[src/rtl/mmio_pkg.sv]
// Shared types for the MMIO slot initiator: FSM states, response codes and bus widths.
package mmio_pkg;

    localparam int DATA_W   = 32;
    localparam int OFFSET_W = 8;

    typedef enum logic [1:0] {
        IDLE     = 2'd0,
        ACCESS   = 2'd1,
        COMPLETE = 2'd2,
        RESP     = 2'd3
    } state_t;

    typedef enum logic [1:0] {
        RSP_OK      = 2'b00,
        RSP_SLAVE   = 2'b01,
        RSP_DECODE  = 2'b10,
        RSP_TIMEOUT = 2'b11
    } rsp_err_t;

endpackage

[src/rtl/mmio_slot_initiator_if.sv]
// Host request/response channel plus the shared slot bus, bundled for the initiator.
interface mmio_slot_initiator_if #(
    parameter int NUM_SLOTS = 8,
    parameter int SLOT_BITS = 4
);
    logic                    req_valid;
    logic                    req_ready;
    logic                    req_write;
    logic [SLOT_BITS+7:0]    req_addr;
    logic [31:0]             req_wdata;
    logic                    rsp_valid;
    logic                    rsp_ready;
    logic [31:0]             rsp_rdata;
    logic [1:0]              rsp_err;
    logic [NUM_SLOTS-1:0]    chip_select;
    logic                    read;
    logic                    write;
    logic [7:0]              addr;
    logic [31:0]             wr_data;
    logic                    transaction_completed;
    logic [NUM_SLOTS*32-1:0] slot_rd_data;
    logic [NUM_SLOTS-1:0]    slot_wr_done;
    logic [NUM_SLOTS-1:0]    slot_rd_done;
    logic [NUM_SLOTS-1:0]    slot_slave_error;
    logic [NUM_SLOTS-1:0]    slot_decode_error;

    modport master (
        input  req_valid, req_write, req_addr, req_wdata, rsp_ready,
        input  slot_rd_data, slot_wr_done, slot_rd_done, slot_slave_error, slot_decode_error,
        output req_ready, rsp_valid, rsp_rdata, rsp_err,
        output chip_select, read, write, addr, wr_data, transaction_completed
    );

    modport slave (
        output req_valid, req_write, req_addr, req_wdata, rsp_ready,
        output slot_rd_data, slot_wr_done, slot_rd_done, slot_slave_error, slot_decode_error,
        input  req_ready, rsp_valid, rsp_rdata, rsp_err,
        input  chip_select, read, write, addr, wr_data, transaction_completed
    );
endinterface

[src/rtl/mmio_slot_mux.sv]
// Picks done/error/read-data of the currently addressed slot; all other slots are masked off.
module mmio_slot_mux
    import mmio_pkg::*;
#(
    parameter int NUM_SLOTS = 8,
    parameter int SLOT_BITS = 4
) (
    input  logic [SLOT_BITS-1:0]        idx,
    input  logic [NUM_SLOTS*DATA_W-1:0] slot_rd_data,
    input  logic [NUM_SLOTS-1:0]        slot_wr_done,
    input  logic [NUM_SLOTS-1:0]        slot_rd_done,
    input  logic [NUM_SLOTS-1:0]        slot_slave_error,
    input  logic [NUM_SLOTS-1:0]        slot_decode_error,
    output logic                        done,
    output logic                        slave_err,
    output logic                        decode_err,
    output logic [DATA_W-1:0]           rd_data
);

    logic [NUM_SLOTS-1:0] hit;
    logic [DATA_W-1:0]    masked [NUM_SLOTS];

    generate
        for (genvar gi = 0; gi < NUM_SLOTS; gi++) begin : g_slot
            assign hit[gi]    = (idx == SLOT_BITS'(gi));
            assign masked[gi] = slot_rd_data[gi*DATA_W +: DATA_W] & {DATA_W{hit[gi]}};
        end
    endgenerate

    assign done       = |(hit & (slot_wr_done | slot_rd_done));
    assign slave_err  = |(hit & slot_slave_error);
    assign decode_err = |(hit & slot_decode_error);

    always_comb begin
        rd_data = '0;
        for (int i = 0; i < NUM_SLOTS; i++) begin
            rd_data = rd_data | masked[i];
        end
    end

endmodule

[src/rtl/mmio_slot_initiator.sv]
// Single-outstanding MMIO initiator: decodes a host request to a slot, runs the
// select/strobe access with a timeout, and returns read data with an error code.
module mmio_slot_initiator
    import mmio_pkg::*;
#(
    parameter int NUM_SLOTS      = 8,
    parameter int SLOT_BITS      = 4,
    parameter int TIMEOUT_CYCLES = 64
) (
    input  logic                  clk,
    input  logic                  rst,
    mmio_slot_initiator_if.master bus
);

    localparam int CNT_W = $clog2(TIMEOUT_CYCLES);

    state_t                state_reg;
    logic [SLOT_BITS-1:0]  idx_reg;
    logic [CNT_W-1:0]      count_reg;
    logic [NUM_SLOTS-1:0]  cs_reg;
    logic                  read_reg;
    logic                  write_reg;
    logic [OFFSET_W-1:0]   addr_reg;
    logic [DATA_W-1:0]     wr_data_reg;
    logic                  rsp_valid_reg;
    logic [DATA_W-1:0]     rsp_rdata_reg;
    rsp_err_t              rsp_err_reg;
    logic                  tc_reg;

    logic [SLOT_BITS-1:0]  req_slot;
    logic                  req_in_range;
    logic                  sel_done;
    logic                  sel_slave_err;
    logic                  sel_decode_err;
    logic [DATA_W-1:0]     sel_rd_data;
    logic                  timeout_hit;
    rsp_err_t              rsp_err_next;

    assign req_slot     = bus.req_addr[SLOT_BITS+7:8];
    assign req_in_range = int'(req_slot) < NUM_SLOTS;
    assign timeout_hit  = (count_reg == CNT_W'(TIMEOUT_CYCLES - 1));

    mmio_slot_mux #(
        .NUM_SLOTS (NUM_SLOTS),
        .SLOT_BITS (SLOT_BITS)
    ) u_mux (
        .idx               (idx_reg),
        .slot_rd_data      (bus.slot_rd_data),
        .slot_wr_done      (bus.slot_wr_done),
        .slot_rd_done      (bus.slot_rd_done),
        .slot_slave_error  (bus.slot_slave_error),
        .slot_decode_error (bus.slot_decode_error),
        .done              (sel_done),
        .slave_err         (sel_slave_err),
        .decode_err        (sel_decode_err),
        .rd_data           (sel_rd_data)
    );

    // Error lines are only meaningful in the cycle the selected slot reports done.
    always_comb begin
        rsp_err_next = RSP_OK;
        if (sel_decode_err) begin
            rsp_err_next = RSP_DECODE;
        end else if (sel_slave_err) begin
            rsp_err_next = RSP_SLAVE;
        end
    end

    always_ff @(posedge clk) begin
        if (rst) begin
            state_reg     <= IDLE;
            idx_reg       <= '0;
            count_reg     <= '0;
            cs_reg        <= '0;
            read_reg      <= 1'b0;
            write_reg     <= 1'b0;
            addr_reg      <= '0;
            wr_data_reg   <= '0;
            rsp_valid_reg <= 1'b0;
            rsp_rdata_reg <= '0;
            rsp_err_reg   <= RSP_OK;
            tc_reg        <= 1'b0;
        end else begin
            case (state_reg)
                IDLE: begin
                    if (bus.req_valid) begin
                        if (req_in_range) begin
                            state_reg   <= ACCESS;
                            idx_reg     <= req_slot;
                            count_reg   <= '0;
                            cs_reg      <= NUM_SLOTS'(1) << req_slot;
                            read_reg    <= ~bus.req_write;
                            write_reg   <= bus.req_write;
                            addr_reg    <= bus.req_addr[7:0];
                            wr_data_reg <= bus.req_wdata;
                        end else begin
                            // Out-of-range slot: answer locally, the bus stays quiet.
                            state_reg     <= COMPLETE;
                            rsp_valid_reg <= 1'b1;
                            rsp_rdata_reg <= '0;
                            rsp_err_reg   <= RSP_DECODE;
                            tc_reg        <= 1'b0;
                        end
                    end
                end

                ACCESS: begin
                    if (sel_done) begin
                        state_reg     <= COMPLETE;
                        cs_reg        <= '0;
                        read_reg      <= 1'b0;
                        write_reg     <= 1'b0;
                        rsp_valid_reg <= 1'b1;
                        rsp_err_reg   <= rsp_err_next;
                        rsp_rdata_reg <= (read_reg && rsp_err_next == RSP_OK) ? sel_rd_data : '0;
                        tc_reg        <= 1'b1;
                    end else if (timeout_hit) begin
                        state_reg     <= COMPLETE;
                        cs_reg        <= '0;
                        read_reg      <= 1'b0;
                        write_reg     <= 1'b0;
                        rsp_valid_reg <= 1'b1;
                        rsp_err_reg   <= RSP_TIMEOUT;
                        rsp_rdata_reg <= '0;
                        tc_reg        <= 1'b1;
                    end else begin
                        count_reg <= count_reg + 1'b1;
                    end
                end

                COMPLETE: begin
                    tc_reg <= 1'b0;
                    if (bus.rsp_ready) begin
                        state_reg     <= IDLE;
                        rsp_valid_reg <= 1'b0;
                        rsp_rdata_reg <= '0;
                        rsp_err_reg   <= RSP_OK;
                    end else begin
                        state_reg <= RESP;
                    end
                end

                RESP: begin
                    if (bus.rsp_ready) begin
                        state_reg     <= IDLE;
                        rsp_valid_reg <= 1'b0;
                        rsp_rdata_reg <= '0;
                        rsp_err_reg   <= RSP_OK;
                    end
                end

                default: state_reg <= IDLE;
            endcase
        end
    end

    // Gated by rst so the host never sees ready while reset is held.
    assign bus.req_ready             = (state_reg == IDLE) && !rst;
    assign bus.rsp_valid             = rsp_valid_reg;
    assign bus.rsp_rdata             = rsp_rdata_reg;
    assign bus.rsp_err               = rsp_err_reg;
    assign bus.chip_select           = cs_reg;
    assign bus.read                  = read_reg;
    assign bus.write                 = write_reg;
    assign bus.addr                  = addr_reg;
    assign bus.wr_data               = wr_data_reg;
    assign bus.transaction_completed = tc_reg;

endmodule

[src/flat_wrapper.sv]
// flat-port wrapper written by rule: the top's interface ports become plain ports
module mmio_slot_initiator_flat import mmio_pkg::*;
#(
    parameter int NUM_SLOTS      = 8,
    parameter int SLOT_BITS      = 4,
    parameter int TIMEOUT_CYCLES = 64
)
  (clk, rst, bus_req_valid, bus_req_write, bus_req_addr, bus_req_wdata, bus_rsp_ready, bus_slot_rd_data, bus_slot_wr_done, bus_slot_rd_done, bus_slot_slave_error, bus_slot_decode_error, bus_req_ready, bus_rsp_valid, bus_rsp_rdata, bus_rsp_err, bus_chip_select, bus_read, bus_write, bus_addr, bus_wr_data, bus_transaction_completed);
  mmio_slot_initiator_if #(.NUM_SLOTS(NUM_SLOTS), .SLOT_BITS(SLOT_BITS)) bus_i ();
  input  logic clk;
  input  logic rst;
  input wire logic [$bits(bus_i.req_valid)-1:0] bus_req_valid;
  input wire logic [$bits(bus_i.req_write)-1:0] bus_req_write;
  input wire logic [$bits(bus_i.req_addr)-1:0] bus_req_addr;
  input wire logic [$bits(bus_i.req_wdata)-1:0] bus_req_wdata;
  input wire logic [$bits(bus_i.rsp_ready)-1:0] bus_rsp_ready;
  input wire logic [$bits(bus_i.slot_rd_data)-1:0] bus_slot_rd_data;
  input wire logic [$bits(bus_i.slot_wr_done)-1:0] bus_slot_wr_done;
  input wire logic [$bits(bus_i.slot_rd_done)-1:0] bus_slot_rd_done;
  input wire logic [$bits(bus_i.slot_slave_error)-1:0] bus_slot_slave_error;
  input wire logic [$bits(bus_i.slot_decode_error)-1:0] bus_slot_decode_error;
  output wire logic [$bits(bus_i.req_ready)-1:0] bus_req_ready;
  output wire logic [$bits(bus_i.rsp_valid)-1:0] bus_rsp_valid;
  output wire logic [$bits(bus_i.rsp_rdata)-1:0] bus_rsp_rdata;
  output wire logic [$bits(bus_i.rsp_err)-1:0] bus_rsp_err;
  output wire logic [$bits(bus_i.chip_select)-1:0] bus_chip_select;
  output wire logic [$bits(bus_i.read)-1:0] bus_read;
  output wire logic [$bits(bus_i.write)-1:0] bus_write;
  output wire logic [$bits(bus_i.addr)-1:0] bus_addr;
  output wire logic [$bits(bus_i.wr_data)-1:0] bus_wr_data;
  output wire logic [$bits(bus_i.transaction_completed)-1:0] bus_transaction_completed;
  assign bus_i.req_valid = bus_req_valid;
  assign bus_i.req_write = bus_req_write;
  assign bus_i.req_addr = bus_req_addr;
  assign bus_i.req_wdata = bus_req_wdata;
  assign bus_i.rsp_ready = bus_rsp_ready;
  assign bus_i.slot_rd_data = bus_slot_rd_data;
  assign bus_i.slot_wr_done = bus_slot_wr_done;
  assign bus_i.slot_rd_done = bus_slot_rd_done;
  assign bus_i.slot_slave_error = bus_slot_slave_error;
  assign bus_i.slot_decode_error = bus_slot_decode_error;
  assign bus_req_ready = bus_i.req_ready;
  assign bus_rsp_valid = bus_i.rsp_valid;
  assign bus_rsp_rdata = bus_i.rsp_rdata;
  assign bus_rsp_err = bus_i.rsp_err;
  assign bus_chip_select = bus_i.chip_select;
  assign bus_read = bus_i.read;
  assign bus_write = bus_i.write;
  assign bus_addr = bus_i.addr;
  assign bus_wr_data = bus_i.wr_data;
  assign bus_transaction_completed = bus_i.transaction_completed;
  mmio_slot_initiator #(.NUM_SLOTS(NUM_SLOTS), .SLOT_BITS(SLOT_BITS), .TIMEOUT_CYCLES(TIMEOUT_CYCLES)) u_core (.clk(clk), .rst(rst), .bus(bus_i));
endmodule
[config.mk]
export PLATFORM = sky130hd
export DESIGN_NAME = mmio_slot_initiator_flat
export DESIGN_NICKNAME = d
export VERILOG_FILES = /design/src/rtl/mmio_pkg.sv /design/src/rtl/mmio_slot_initiator_if.sv /design/src/rtl/mmio_slot_mux.sv /design/src/rtl/mmio_slot_initiator.sv /design/src/flat_wrapper.sv
export SDC_FILE = /design/constraint.sdc
export NUM_CORES = 1
export LEC_CHECK = 0
export ABC_CLOCK_PERIOD_IN_PS = 2900
export BUFFER_PORTS_ARGS = -buffer_cell sky130_fd_sc_hd__buf_2
export CORE_AREA = 5 5 162 164
export CTS_CLUSTER_SIZE = 8
export DETAILED_ROUTE_END_ITERATION = 8
export DIE_AREA = 0 0 167 169
export HOLD_SLACK_MARGIN = 0.15
export PLACE_DENSITY = 0.52
export SLEW_MARGIN = 20
export SYNTH_ARGS = -nofsm -noshare
export SYNTH_HDL_FRONTEND = slang
export SYNTH_SLANG_ARGS = --single-unit
[constraint.sdc]
create_clock -name clk -period 2.9 [get_ports clk]
set_clock_uncertainty 0.2 [all_clocks]
set_input_delay 0.29 -clock clk [delete_from_list [all_inputs] [get_ports clk]]
set_output_delay 0.29 -clock clk [all_outputs]
set_load 0.1 [all_outputs]
=== Yosys cells after proc, flatten, opt, wreduce, memory -nomap -nowiden ===
Cells that the tools add are included.

* Add/sub/neg operators: 1
* Order comparisons: 1
* Eq/ne operators: 19
* Shift-type cells: 1
* Mux-type cells: 48
* Bitwise gates (word level): 20
* Reductions and logical operators: 18

{| class="wikitable"
|+ Operator list
! kind !! count
|-
| 32-bit bitwise AND || 8
|-
| 32-bit OR || 7
|-
| 32-bit 2-to-1 mux || 6
|-
| 32-bit case mux with 3 select lines || 1
|-
| 8-bit 2-to-1 mux || 4
|-
| 8-bit bitwise AND || 3
|-
| 6-bit 2-to-1 mux || 4
|-
| 8-bit OR reduction || 3
|-
| 2-bit 2-to-1 mux || 11
|-
| 4-bit by 3-bit == test with 1-bit output, second input constant || 4
|-
| 8-bit case mux with 2 select lines || 1
|-
| 1-bit 2-to-1 mux || 14
|-
| 6-bit case mux with 2 select lines || 1
|-
| 4-bit AND reduction || 3
|-
| 2-bit != test, second input constant || 5
|-
| 4-bit by 2-bit == test with 1-bit output, second input constant || 2
|-
| 8-bit OR || 1
|-
| 2-bit case mux with 4 select lines || 1
|-
| 1-bit by 4-bit left shift with 8-bit output, first input constant || 1
|-
| 6-bit by 1-bit adder with 6-bit output, second input constant || 1
|-
| 6-bit == test, second input constant || 1
|-
| 1-bit case mux with 3 select lines || 2
|-
| 2-bit case mux with 3 select lines || 1
|-
| 3-bit AND reduction || 2
|-
| 16 further kinds || 21
|}

* Bits in registers: 98
* Logic and storage cells: 120

=== Logic depth before layout (Yosys ltp) ===
* Word-level depth: 12
* Depth in mapped cells: 11
* Gate-level depth less buffers: 6

=== Modules after synthesis ===
Synthesis repeated with hierarchy kept, for this count alone.

* Cells, all modules: 606
* Area total of the unflattened synthesis: 5406.4 um^2

{| class="wikitable"
|+ By module, submodules not included
! module !! instances !! cells an instance !! area each (um^2) !! seq. area each (um^2)
|-
| mmio_slot_initiator || 1 || 382 || 3553.4 || 1961.9
|-
| mmio_slot_mux || 1 || 224 || 1853.0 || 0.0
|}

=== Worst setup path after synthesis ===
Ideal clock, no wire load.

* Path type: input -> output
* Start point: input port rst
* End point: output port bus_req_ready
* Data arrival time: 2.710 ns
* Setup slack: -0.300 ns
* Cell stages on the path: 3
* Path buffers: 2
* Path through: clkbuf_1 -> buf_1 -> nor3_1

* Cells in the longest elaborated chain, start to end: 2

{| class="wikitable"
|+ Ends and longest elaborated chain
! item !! RTL line !! RTL
|-
| start: declaration || flat_wrapper.sv:11 || <nowiki>input logic rst;</nowiki>
|-
| 1-bit logical NOT || mmio_slot_initiator.sv:158 || <nowiki>assign bus.req_ready = (state_reg == IDLE) && !rst;</nowiki>
|-
| 1-bit logical AND || mmio_slot_initiator.sv:158 ||
|-
| end: declaration || flat_wrapper.sv:22 || <nowiki>output wire logic [$bits(bus_i.req_ready)-1:0] bus_req_ready;</nowiki>
|}

No other way between the ends.

=== Final worst setup path ===
* Start point: register u_core.idx_reg[0]
* End point: register u_core.rsp_rdata_reg[11] (netlist: u_core.bus.rsp_rdata[11])

* Cells in the longest elaborated chain, start to end: 12
* Elaborated cells on any way between the ends: 38

{| class="wikitable"
|+ Ends and longest elaborated chain
! item !! RTL line !! RTL
|-
| start: declaration || mmio_slot_initiator.sv:18 || <nowiki>logic [SLOT_BITS-1:0] idx_reg;</nowiki>
|-
| start signal: assignment || mmio_slot_initiator.sv:89 || <nowiki>idx_reg <= req_slot;</nowiki>
|-
| 4-bit by 1-bit == test with 1-bit output or 4-bit logical NOT (tied branches) || mmio_slot_mux.sv:25 || <nowiki>assign hit[gi] = (idx == SLOT_BITS'(gi));</nowiki>
|-
| 32-bit bitwise AND || mmio_slot_mux.sv:26 || <nowiki>assign masked[gi] = slot_rd_data[gi*DATA_W +: DATA_W] & {DATA_W{hit[gi]}};</nowiki>
|-
| 32-bit OR (7 in a row) || mmio_slot_mux.sv:37 || <nowiki>rd_data = rd_data | masked[i];</nowiki>
|-
| 32-bit 2-to-1 mux || mmio_slot_initiator.sv:115 || <nowiki>rsp_rdata_reg <= (read_reg && rsp_err_next == RSP_OK) ? sel_rd_data : '0;</nowiki>
|-
| 32-bit 2-to-1 mux || mmio_slot_initiator.sv:108 || <nowiki>if (sel_done) begin</nowiki>
|-
| 32-bit case mux with 3 select lines || mmio_slot_initiator.sv:84 || <nowiki>case (state_reg)</nowiki>
|-
| end signal: assignment || mmio_slot_initiator.sv:115 ||
|-
| end: declaration || mmio_slot_initiator.sv:26 || <nowiki>logic [DATA_W-1:0] rsp_rdata_reg;</nowiki>
|}

Parallel ways exist; a longest one is shown, timed or not.
A chain may end at the register's enable or synchronous reset.

==> flow_summary.json <==
{
  "cts.path.max_buffers": 2,
  "slew_headroom_pct": 56.5,
  "root_buffer": "clkbuf_16",
  "grt_max_degree": 50,
  "vias": 7725,
  "dp_hpwl_um": 23700,
  "final_antenna_net_count": 0,
  "fin_setup_tns_ns": 0,
  "die_y_um": 169,
  "final_max_slew_viol_count": 0,
  "io_buffers": 423,
  "cp-start-kind": "register",
  "overflow": 0,
  "syn_nets": 990,
  "synth-edff-count": 0,
  "place_area_um2": 7940,
  "postLayoutCellArea_um2": 10200,
  "yosysSeqAreaShare_pct": 36.5,
  "syn_area_um2": 5370,
  "initialDrtViolationCount": 706,
  "htree_levels": 3,
  "cts_sinks": 98,
  "yosysWarningCount": 0,
  "vias_per_cell": 4.88,
  "hold_viol": 0,
  "ys_ff_latch": 98,
  "tightest_slew_ns": 0.652,
  "first_pass_iters": 7,
  "cp_max_fo": 11,
  "area_growth_pct": 90.0,
  "cellPowerDensity_nw_per_um2": 414,
  "synth_flop_cell": "dfxtp_1",
  "arrival_ns": 2.76,
  "period_needed_ns": 2.71,
  "grt_pass1_vias": 7895,
  "final_common_cell": "buf_2",
  "grt_use_total_pct": 21.0,
  "top_level_ports": 424,
  "whs_ns": 0.149,
  "drive_gt1_share_pct": 40.0,
  "place_congestion": 0.902,
  "wl_per_cell_um": 20.0,
  "cts_setup_buffers": 0,
  "endpoint_kind": "register",
  "dieArea_um2": 28200,
  "cap_viol_max_count": 0,
  "die_x_um": 167,
  "fp-row-count": 58,
  "clk_latency_ns": 0.35,
  "layout_common_cells": "buf_2, dlygate4sd3_1, nand2_1",
  "peakVddDrop_mv": 0.284,
  "setup-violations-final": 0,
  "min_period_over_period_pct": 93.6,
  "cts.clk_slew.worst_paths_ns": 0.08,
  "yosysUniqueCellTypes": 51,
  "status": "complete, no violations",
  "cts_buffers": 9,
  "hold_class": "in -> reg",
  "p_leak_nw": 4.51,
  "crit_type": "reg -> reg",
  "drcViolationCount": 0,
  "final_net_count": 1579,
  "grt_first_pass_wirelength_um": 46100,
  "async_flop_share_pct": 0,
  "start_util_pct": 21.7,
  "synth_area_per_cell_um2": 8.24,
  "syn_inst": 652,
  "rsz0062_at_grt": "false",
  "drt_wl_total_um": 31600,
  "r2r_slack_ns": 0.19,
  "fmax_ghz": 0.369,
  "coreArea_um2": 24700,
  "cp.required_ns": 2.95,
  "cts_tree": "done",
  "antenna_found_initial": 8
}
[power by group]
group	leakage (nW)	internal, W	switching [W]
clock	0.158	0.000714	0.000613
sequential	0.796	0.00140	0.0000457
combinational	3.55	0.000602	0.000847
total	4.51	0.00271	0.00151
[critical path, stage by stage, from the launching register on]
cell	delay, ns
dfxtp_4	0.44
buf_4	0.22
buf_4	0.19
or3_1	0.33
nor2_1	0.10
a221oi_1	0.22
dlygate4sd3_1	0.60
nand3_1	0.11
a22o_1	0.20
[final timing paths]
| path | cells after the start | endpoint | start |
|---|---|---|---|
| worst min register to register | 2 | u_core.bus.wr_data[0] | u_core.bus.wr_data[0] |
| worst min-delay path | 4 | u_core.bus.rsp_rdata[2] | bus_slot_rd_data[226] |
| worst max-delay path | 8 | u_core.bus.rsp_rdata[11] | u_core.idx_reg[0] |
| worst max register to register | 8 | u_core.bus.rsp_rdata[11] | u_core.idx_reg[0] |
[per-layer routing]
metal / up-vias / global-route usage (%) / part of all wire (%)
li1: 3643 / - / -
met1: 3647 / 24.0 / 39
met2: 384 / 37.0 / 50
met3: 49 / 6.52 / 8.6
met4: 2 / 7.33 / 2.6
met5: - / 0 / 0.022
[cell type report]
class                           count  area, µm²
Tap cell                          330        413
Antenna cell                        8       20.0
Clock inverter                      6       83.8
Timing Repair Buffer              644       4300
Multi-Input combinational cell    487       3170
Clock buffer                       10        239
Inverter                            1       3.75
Sequential cell                    98       1970
Fill cell                        2521      14500
[per-stage QoR]
stage / util (%) / power (W) / setup WS (ns) / cells
2_1_floorplan: - / 0.00223 / 0.281 / 652
6_report: 41.2 / 0.00422 / 0.187 / 1584
3_3_place_gp: 32.1 / 0.00270 / 0.221 / 1369
3_5_place_dp: 32.1 / 0.00271 / 0.206 / 1369
4_1_cts: 41.1 / 0.00427 / 0.0667 / 1576
5_1_grt: 41.2 / 0.00442 / 0.0846 / 1582
[synth_stat cells, types with 5 or more instances]
cell type  count  area [µm²]
a21oi_1       60         300
a221oi_1      17         149
a222oi_1      15         150
a22o_1        49         429
a22oi_1       62         465
buf_1          9        33.8
buf_4          8        60.1
buf_6          5        56.3
clkbuf_1      40         150
dfxtp_1       98        1960
mux2_2         6        67.6
mux2i_1       22         220
nand2_1      101         379
nand3_1       34         170
nor2_1        39         146
nor2b_1        5        31.3
nor3_1         8        40.0
or2_2          8        50.1
or3_1          5        31.3
[cell families after synthesis]
logic type	Yosys count	synth area share (%)
adders and majority gates	1	0.233
DFF	98	36.5
xor gates and xnor gates	2	0.326
and+or+nand+nor	233	20.4
buffers and inverters	67	6.03
AOI/OAI and AO/OA	222	30.7
muxes	29	5.78
[what timing repair did]
| action | 4_1_cts | 5_1_grt |
|---|---|---|
| endpoints found under the hold margin | 83 | 0 |
| hold buffers | 191 | 0 |
| resized for setup | 0 | 3 |
| endpoints found under the setup margin | 0 | 2 |
Power figures use the tool's default switching activity.
